$ cat src/rtl/prog_sync_counter.sv
// Parametrised synchronous up/down counter with programmable limit, wrap/saturate/one-shot
// terminal modes, a registered terminal-count pulse and a combinational compare flag.
module prog_sync_counter #(
  parameter int unsigned           WIDTH     = 8,
  parameter logic [WIDTH-1:0]      RESET_VAL = '0
) (
  input  logic             clk,
  input  logic             rst,
  input  logic             en,
  input  logic             load,
  input  logic [WIDTH-1:0] load_val,
  input  logic             dir,
  input  logic [WIDTH-1:0] limit,
  input  logic [1:0]       mode,
  input  logic             out_en,
  input  logic [WIDTH-1:0] cmp_val,
  output logic [WIDTH-1:0] count_out,
  output logic             tc,
  output logic             cmp_match,
  output logic             done
);

  localparam logic [1:0] MODE_SAT     = 2'b01;
  localparam logic [1:0] MODE_ONESHOT = 2'b10;

  typedef enum logic [1:0] {
    ST_COUNT = 2'b00,
    ST_SAT   = 2'b01,
    ST_DONE  = 2'b10
  } state_t;

  state_t           state, state_nxt;
  logic [WIDTH-1:0] count, count_nxt;
  logic             tc_nxt;
  logic             done_nxt;
  logic             sat_dir, sat_dir_nxt;
  logic             at_term;
  logic             wrap_mode;
  logic [WIDTH-1:0] step_val;

  // Up-count treats anything at or above limit as terminal so a shrunken limit recovers.
  assign at_term   = dir ? (count >= limit) : (count == '0);
  assign wrap_mode = (mode != MODE_SAT) && (mode != MODE_ONESHOT);
  assign step_val  = dir ? (count + WIDTH'(1)) : (count - WIDTH'(1));

  // State register
  always_ff @(posedge clk) begin
    if (rst) begin
      state   <= ST_COUNT;
      count   <= RESET_VAL;
      tc      <= 1'b0;
      done    <= 1'b0;
      sat_dir <= 1'b0;
    end else begin
      state   <= state_nxt;
      count   <= count_nxt;
      tc      <= tc_nxt;
      done    <= done_nxt;
      sat_dir <= sat_dir_nxt;
    end
  end

  // Next-state and next-count logic; load overrides every state
  always_comb begin
    state_nxt   = state;
    count_nxt   = count;
    tc_nxt      = 1'b0;
    done_nxt    = done;
    sat_dir_nxt = sat_dir;
    if (load) begin
      count_nxt = load_val;
      state_nxt = ST_COUNT;
      done_nxt  = 1'b0;
    end else begin
      unique case (state)
        ST_COUNT: begin
          if (en) begin
            if (!at_term) begin
              count_nxt = step_val;
            end else begin
              tc_nxt = 1'b1;
              if (mode == MODE_SAT) begin
                state_nxt   = ST_SAT;
                sat_dir_nxt = dir;
              end else if (mode == MODE_ONESHOT) begin
                state_nxt = ST_DONE;
                done_nxt  = 1'b1;
              end else begin
                count_nxt = dir ? '0 : limit;
              end
            end
          end
        end
        ST_SAT: begin
          // Leaving saturation never produces a terminal pulse
          if (wrap_mode) begin
            state_nxt = ST_COUNT;
          end else if (en && (dir != sat_dir)) begin
            count_nxt = step_val;
            state_nxt = ST_COUNT;
          end
        end
        ST_DONE: begin
          state_nxt = ST_DONE;
        end
        default: begin
          state_nxt = ST_COUNT;
        end
      endcase
    end
  end

  assign count_out = out_en ? count : '0;
  assign cmp_match = (count == cmp_val);

endmodule

$ cat config.mk
export PLATFORM = sky130hd
export DESIGN_NAME = prog_sync_counter
export DESIGN_NICKNAME = d
export VERILOG_FILES = /design/src/rtl/prog_sync_counter.sv
export SDC_FILE = /design/constraint.sdc
export NUM_CORES = 1
export LEC_CHECK = 0
export BUFFER_PORTS_ARGS = -buffer_cell sky130_fd_sc_hd__buf_2
export CAP_MARGIN = 25
export CELL_PAD_IN_SITES_DETAIL_PLACEMENT = 1
export CELL_PAD_IN_SITES_GLOBAL_PLACEMENT = 1
export CORE_ASPECT_RATIO = 2
export CORE_MARGIN = 2
export CORE_UTILIZATION = 36
export CTS_CLUSTER_DIAMETER = 150
export DETAILED_ROUTE_END_ITERATION = 6
export PLACE_DENSITY_LB_ADDON = 0.1
export SYNTH_ARGS = -nofsm -noshare
export SYNTH_HDL_FRONTEND = slang
export SYNTH_SLANG_ARGS = --single-unit
$ cat constraint.sdc
create_clock -name clk -period 2.5 [get_ports clk]
set_input_delay 0.125 -clock clk [delete_from_list [all_inputs] [get_ports clk]]
set_output_delay 0.125 -clock clk [all_outputs]
set_load 0.02 [all_outputs]
==> reports/metrics.yaml <==
outcome: "complete, no violations"
max-slew-margin-rel_pct: 74.1
met1_usage_pct: 23.0
synth-seq-cells: 13
use_met2_pct: 49.0
via_per_inst: 5.50
holdPathStages: 2
synth_top_area_cell: "dfxtp_1"
area_growth_pct: 26.0
root_buffer: "clkbuf_8"
dieArea_sq_um: 4170
htree_levels: 1
drive_gt1_share_pct: 25.5
synth_area_per_cell_sq_um: 7.86
grt_use_met3_pct: 1.82
gr-total-overflow: 0
criticalPathCategory: "reg2reg"
drv_cap: 0
die_width_microns: 46.7
drt-total-wl_mm: 4.31
cpMaxStageDelayCell: "dfxtp_1"
p_per_area_nw_per_um2: 512
synth_edf_count: 0
final_common_cell: "buf_2"
cts_hold_buf: 0
crit_arrival_ns: 2.51
yosysUniqueCellTypes: 38
synth_seq_area_share_pct: 19.8
fin_setup_tns_ns: 0
nets: 266
dr.pass1.iters: 3
cpMostUsedCell: "o21ai_0"
critical_path.endpoint_type: "register"
fmax_mhz: 428
p_leak_nw: 0.786
grt_max_degree: 12
cp-start-kind: "register"
finalSetupViolCount: 0
hold_class: "in2reg"
netlist.area_leader.share_pct: 19.8
syn_nets: 216
synth_top_flop_cell: "dfxtp_1"
io_pins: 43
insertion_delay_ns: 0.25
crit_path_max_fanout: 8
ctsLongestPathBuffers: 2
rows: 31
reg2reg_depth: 9
wl_per_cell_microns: 16.3
async_flop_share_pct: 0
post-route-period-util_pct: 93.4
path_cells: "ha_1 -> a21o_1 -> a211oi_1 -> o21ai_1 -> a21oi_1 -> nor2b_1 -> buf_4 -> o21ai_0 -> o21ai_0"
tightest_slew_ns: 0.385
total_power_mw: 0.846
design_area_sq_um: 1650
critPathRequiredTime_ns: 2.68
die_h_microns: 89.4
ir_drop_v: 0.000299
layout_min_cycle_time_ns: 2.34
gp_congestion: 0.839
first_global_vias: 1535
busiest_layer: "met2"
synthCells: 167
grt.total_usage_pct: 24.2
synth_area_leaders: "dfxtp_1 20%, ha_1 15%, xnor2_1 8.7%"
hold_violations: 0
syn_area_sq_um: 1310
fin_hold_ws_ns: 0.0680
dp_hpwl_mm: 3.65
skew_ns: 0.00237
yosys_warnings: 0
placed_cell_area_sq_um: 1610
clk_pin_slew_ns: 0.06
max_stage_delay_ns: 0.46
drcViolationCount: 0
cts.sinks: 13
initial_utilization_pct: 36.8
cts_setup_buffers: 0
cts_resized: 0
num_vias: 1458
antenna_found_initial: 0
port_buffers: 42
antenna_cells: 0
cts_tree: "yes"
cts_inserted_buffers: 3
coreArea_sq_um: 3570
mostFrequentLayoutCells: "42 x buf_2, 16 x o21ai_0, 16 x ha_1, 15 x inv_1"
drt.antenna.violating_nets: 0
initialDrtViolationCount: 31
grt_pass1_wl_mm: 7.15
rsz0062_at_grt: "no"
slew_violations: 0
[synth_stat cells, types with 3 or more instances]
cell type   n
ha_1       16
o21ai_0    16
inv_1      15
dfxtp_1    13
xnor2_1    13
nand2_1    11
nor2_1     10
a211oi_1    8
and2_1      8
a21oi_1     7
nor3_1      6
nor3b_1     3
nor4_1      3
o311a_1     3
[state kept, by name (all words and copies together) (netlist names)]
register and cells:
state 2, done 1, tc 1, sat_dir 1, count 8
[layer usage]
layer  wire length (microns)  up-vias  part of all wire, %
met2                    2640       33                   61
li1                        -      699                    -
met5                       0        -                    0
met4                      83        0                  1.9
met1                    1490      719                   35
met3                     100        7                  2.3
[cell families after synthesis]
kind of cell / count (synthesis) / share of synthesized area, %
and+or+nand+nor: 54 / 21.5
AOI/OAI and AO/OA: 48 / 24.4
buffers and inverters: 18 / 5.91
adders and majority gates: 17 / 16.8
xor gates and xnor gates: 15 / 10.0
DFF: 13 / 19.8
muxes: 2 / 1.53
[worst max-delay path, delay by kind of cell, from the launching register on]
kind / cells / cell delay (ns)
flip-flops: 1 / 0.46
AO/OA/AOI/OAI: 6 / 1.13
AND/OR/NAND/NOR: 1 / 0.18
buffers and inverters: 1 / 0.18
adder cells (fa/ha/maj): 1 / 0.30
[stage by stage]
step	utilization [%]	setup slack (ns)	std cells
2_1_floorplan	-	0.338	167
3_3_place_gp	45.1	0.238	261
3_5_place_dp	45.1	0.133	261
4_1_cts	46.4	0.116	265
5_1_grt	46.4	0.000483	265
6_report	46.4	0.165	265
[cell type report]
cell class,instances,area [sq um]
clock buffer,3,41.3
clock inverter,1,5.00
fill,492,1910
inverter,15,56.3
multi-input combinational,136,975
sequential,13,260
tap,49,61.3
timing repair buffer,48,255
[final timing paths]
kind	start	to	slack, ns
max	count[6]	count[1]	0.16
max reg2reg	count[6]	count[1]	0.16
min	rst	sat_dir	0.07
min reg2reg	done	done	0.47
[report_power, final]
| group | internal (mW) | switching [mW] | leakage [nW] |
|---|---|---|---|
| logic | 0.182 | 0.202 | 0.654 |
| clock network | 0.111 | 0.0894 | 0.0255 |
| registers | 0.227 | 0.0349 | 0.107 |
| total | 0.520 | 0.326 | 0.786 |
Power figures use the tool's default switching activity.
